### src/rtl/sha256_pkg.sv
// sha256_pkg: shared types and constants for the SHA-256 message padder.
//   pad_state_t  : padder FSM states
//   BLOCK_W      : compression block width in bits
//   PAD_BYTE     : end-of-message marker byte
//   LEN_BYTE_POS : first byte of the 64-bit length field in the last block
package sha256_pkg;
  localparam int         BLOCK_W      = 512;
  localparam logic [7:0] PAD_BYTE     = 8'h80;
  localparam int         LEN_BYTE_POS = 56;

  typedef enum logic [2:0] {
    FILL = 3'd0,
    PAD  = 3'd1,
    LEN  = 3'd2,
    SEND = 3'd3,
    WAIT = 3'd4
  } pad_state_t;
endpackage

### src/rtl/sha256_padder.sv
// sha256_padder: packs a byte stream big-endian into 512-bit blocks, appends
// the SHA-256 padding (0x80, zero fill, 64-bit bit length) and hands each
// block to the compression core with a start/finish handshake.
//   clock, reset      : clock, async active-low reset
//   in_data/in_valid/in_last/in_ready : byte stream in (ready only in FILL)
//   block             : current 512-bit block, byte k at [511-8k -: 8]
//   blk_start         : one-cycle request for the core to process block
//   blk_finish        : core finish flag (sampled in WAIT only)
//   msg_done          : one-cycle pulse after the final block completes
module sha256_padder
  import sha256_pkg::*;
#(
  parameter int LEN_W = 32
) (
  input  logic               clock,
  input  logic               reset,
  input  logic [7:0]         in_data,
  input  logic               in_valid,
  input  logic               in_last,
  output logic               in_ready,
  output logic [BLOCK_W-1:0] block,
  output logic               blk_start,
  input  logic               blk_finish,
  output logic               msg_done
);
  // bit position of the MSB of the 64-bit length field
  localparam int LEN_MSB = BLOCK_W - 8*LEN_BYTE_POS - 1;

  pad_state_t         state_q, state_d;
  pad_state_t         succ_q, succ_d;   // where WAIT resumes for non-final blocks
  logic               final_q, final_d; // block in flight is the last one
  logic [6:0]         idx_q, idx_d;
  logic [LEN_W-1:0]   count_q, count_d;
  logic [BLOCK_W-1:0] buf_q, buf_d;
  logic               done_q, done_d;
  logic [63:0]        len64;

  assign len64     = 64'({count_q, 3'b000});
  assign in_ready  = (state_q == FILL);
  assign blk_start = (state_q == SEND);
  assign block     = buf_q;
  assign msg_done  = done_q;

  always_comb begin
    state_d = state_q;
    succ_d  = succ_q;
    final_d = final_q;
    idx_d   = idx_q;
    count_d = count_q;
    buf_d   = buf_q;
    done_d  = 1'b0;
    case (state_q)
      FILL: begin
        if (in_valid) begin
          // ~idx selects byte lane 63-idx, i.e. big-endian placement
          buf_d[{~idx_q[5:0], 3'b000} +: 8] = in_data;
          idx_d   = idx_q + 7'd1;
          count_d = count_q + LEN_W'(1);
          if (idx_q == 7'd63) begin
            // full block goes out first; a last byte here defers PAD
            state_d = SEND;
            final_d = 1'b0;
            succ_d  = in_last ? PAD : FILL;
          end else if (in_last) begin
            state_d = PAD;
          end
        end
      end
      PAD: begin
        buf_d[{~idx_q[5:0], 3'b000} +: 8] = PAD_BYTE;
        if (idx_q <= 7'(LEN_BYTE_POS - 1)) begin
          buf_d[LEN_MSB -: 64] = len64;
          final_d = 1'b1;
        end else begin
          // no room for the length: it goes into an extra block
          final_d = 1'b0;
          succ_d  = LEN;
        end
        state_d = SEND;
      end
      LEN: begin
        buf_d[LEN_MSB -: 64] = len64;
        final_d = 1'b1;
        state_d = SEND;
      end
      SEND: state_d = WAIT;
      WAIT: begin
        if (blk_finish) begin
          buf_d = '0;
          idx_d = '0;
          if (final_q) begin
            done_d  = 1'b1;
            count_d = '0;
            state_d = FILL;
          end else begin
            state_d = succ_q;
          end
        end
      end
      default: state_d = FILL;
    endcase
  end

  always_ff @(posedge clock or negedge reset) begin
    if (!reset) begin
      state_q <= FILL;
      succ_q  <= FILL;
      final_q <= 1'b0;
      idx_q   <= '0;
      count_q <= '0;
      buf_q   <= '0;
      done_q  <= 1'b0;
    end else begin
      state_q <= state_d;
      succ_q  <= succ_d;
      final_q <= final_d;
      idx_q   <= idx_d;
      count_q <= count_d;
      buf_q   <= buf_d;
      done_q  <= done_d;
    end
  end
endmodule

### config.mk
export PLATFORM = sky130hd
export DESIGN_NAME = sha256_padder
export DESIGN_NICKNAME = d
export VERILOG_FILES = /design/src/rtl/sha256_pkg.sv /design/src/rtl/sha256_padder.sv
export SDC_FILE = /design/constraint.sdc
export NUM_CORES = 1
export LEC_CHECK = 0
export CAP_MARGIN = 20
export CORE_MARGIN = 2
export CORE_UTILIZATION = 46
export CTS_CLUSTER_SIZE = 24
export DETAILED_ROUTE_END_ITERATION = 7
export GPL_TIMING_DRIVEN = 0
export PLACE_DENSITY = 0.77
export SETUP_SLACK_MARGIN = 0.05
export SYNTH_ARGS = -nofsm -noshare
export SYNTH_HDL_FRONTEND = slang
export SYNTH_SLANG_ARGS = --single-unit
### constraint.sdc
create_clock -name clock -period 2.5 [get_ports clock]
set_clock_uncertainty 0.1 [all_clocks]
set_input_delay 0.25 -clock clock [delete_from_list [all_inputs] [get_ports clock]]
set_output_delay 0.25 -clock clock [all_outputs]
set_load 0.03 [all_outputs]
==> qor.csv <==
stage,metric,value,unit
global_routing,gr-total-overflow,0,
synthesis,yosysWarnings,0,
outcome,outcome,finished with violations,
synthesis,ys_async_sr_fraction,100.0,%
sta,relSlewSlack,46.98,%
placement,pre_cts_ws,-1081,ps
power_and_ir_drop,power_density,950.2,nW/um^2
synthesis,syn_nets,2380,
route,drc,0,
min_path,hp-class,primary input to flip-flop,
power_and_ir_drop,leakage,15.81,nW
synthesis,synthTopCellsByArea,"dfrtp_1 57%, o21ai_0 6.1%, mux2i_1 5.4%",
sta,timing.final.ws_setup,-3.519,ps
power_and_ir_drop,vdd_drop_max,0.6698,mV
sta,slew_viol_final,0,
setup_path,end_kind,flip-flop,
placement,port_buffers,525,
die,die_area,54780,um^2
route,initialDrtViolationCount,2099,
route,vias,23580,
clock_tree,cts_sinks,558,
sta,period_minus_slack,2504,ps
cells_and_area,final_area,36590,um^2
clock_tree,htree_levels,2,
die,die_w,234.0,um
die,start_util,46.42,%
global_routing,grt_usage,34.69,%
synthesis,synthTopCellsByCount,"558 x dfrtp_1, 343 x nand2_1, 298 x o21ai_0",
global_routing,grt_first_pass_wirelength,142.5,mm
route,wl_per_cell,25.61,um
setup_path,crit_path_start_kind,flip-flop,
die,core_area,52450,um^2
synthesis,synthCells,2365,
synthesis,seq_area_frac_synth,57.36,%
synthesis,yosysUniqueCellTypes,94,
placement,dp_hpwl,68.89,mm
setup_path,rrSetupSlack,-4,ps
die,io_pins,528,
outcome,violations,negative setup slack,
clock_tree,cts_buffer_depth,3,
route,viasPerCell,6.094,
sta,rsz0062_at_grt,yes,
power_and_ir_drop,power.total,34.76,mW
placement,gp_congestion,1.002,
clock_tree,cts_tree,built,
synthesis,synthFlopType,dfrtp_1,
cells_and_area,fin_util,69.76,%
placement,place_area,30650,um^2
synthesis,synth_top_area_share,57.36,%
clock_tree,path_clk_slew,60,ps
global_routing,antenna_found_initial,3,
synthesis,yosysTopAreaCell,dfrtp_1,
synthesis,synth_edf_count,0,
sta,max_freq,0.3994,GHz
sta,fin_crit_sh,100.1,%
sta,tightest_slew,795.3,ps
cells_and_area,final_nets,3151,
global_routing,grt_max_degree,116,
route,ant_nets,0,
synthesis,syn_area_per_cell,10.29,um^2
clock_tree,clockRootBuffer,clkbuf_16,
sta,hold_viol,0,
global_routing,grt_pass1_vias,22610,
sta,setup_viol,2,
cells_and_area,area_growth_syn_to_layout,50.30,%
die,std_cell_rows,84,
setup_path,critPathMaxFanout,10,
clock_tree,clk-insertion-delay-late,610,ps
setup_path,required,2920,ps
synthesis,yosysMostFrequentCell,dfrtp_1,
route,drt_pass1_iterations,7,
synthesis,netlist_area,24340,um^2
route,wirelength,99.13,mm
cells_and_area,layout-drive-gt1-share,22.19,%
setup_path,critPathKind,flip-flop to flip-flop,
setup_path,arrival,2930,ps
synthesis,ys_seq_elements,558,
clock_tree,numCtsBuffers,57,
die,die_y,234.0,um
cells_and_area,nFillCells,3670,
job,maxCapViolations,0,
cells by family after synthesis:
kind of cell	share of synthesized area, %
AO/OA/AOI/OAI	17.89
XOR/XNOR	0.8275
adder cells (fa/ha/maj)	0.1028
buffers and inverters	3.670
flip-flops	57.36
multiplexers	5.387
AND/OR/NAND/NOR	14.77
layout make-up:
type / instances / area, um^2 / share of cell area, %
Antenna cell: 1 / 2.502 / 0.006839
Buffer: 179 / 1234 / 3.372
Clock buffer: 77 / 1644 / 4.494
Clock inverter: 27 / 455.4 / 1.245
Inverter: 32 / 137.6 / 0.3762
Multi-Input combinational cell: 1587 / 11020 / 30.11
Sequential cell: 558 / 13970 / 38.17
Tap cell: 688 / 860.8 / 2.353
Timing Repair Buffer: 721 / 7269 / 19.87
cell usage in the layout (no fill, tap or decap), types with 30 or more instances in the layout:
cell type	Yosys	routed
a21oi_1	58	49
buf_4	2	140
buf_6	2	66
clkbuf_1	127	37
clkbuf_16	0	63
clkbuf_2	0	48
clkdlybuf4s50_1	0	522
dfrtp_1	558	555
mux2i_1	131	131
nand2_1	343	309
nand2_2	0	30
nand3_1	218	199
nor2_1	106	92
o21ai_0	298	243
o21ai_1	23	45
critical path: stages, from the launching register on:
cell      delay, ps
dfrtp_1         420
buf_2           320
buf_4           340
clkbuf_2        420
nand3_1         240
or3_1           410
o221ai_1        160
worst paths after layout:
path | startpoint | to | cells after the start
min | blk_finish | state_q[2] | 2
max | idx_q[5] | flip-flop | 6
min in group asynchronous | reset | async pin | 5
max reg2reg | idx_q[5] | flip-flop | 6
max in group asynchronous | reset | async pin | 8
min reg2reg | flip-flop | flip-flop | 1
repair_timing:
item	4_1_cts	5_1_grt
endpoints found under the setup margin	552	601
hold buffers	4	0
pin swaps	55	61
cloned	3	11
resized for setup	344	348
endpoints found under the hold margin	132	0
setup buffers	99	73
metal layers:
layer | track usage, % | part of all wire, % | wire [um] | up-vias
li1 | - | - | - | 10030
met4 | 18.22 | 6.3 | 6215 | 4
met2 | 56.70 | 48 | 47530 | 1394
met3 | 7.527 | 8.8 | 8717 | 340
met5 | 0 | 0.026 | 26 | -
met1 | 43.28 | 37 | 36630 | 11820
report_power, final:
part           switching, mW  leakage, nW  internal, mW
combinational           9.58         7.09          5.00
clock                   3.71         1.03          5.84
sequential             0.738         7.69          9.90
through the flow:
step / hold slack, ps / std cells / TNS, ps
detailed placement: 116.1 / 3585 / -347210
global route: 132.4 / 3870 / -973.3
global placement: 375.1 / 3578 / -
CTS: 66.89 / 3788 / 0
finish: 108.9 / 3870 / -3.697
floorplan: -145.6 / 2365 / -112.3
Power figures use the tool's default switching activity.
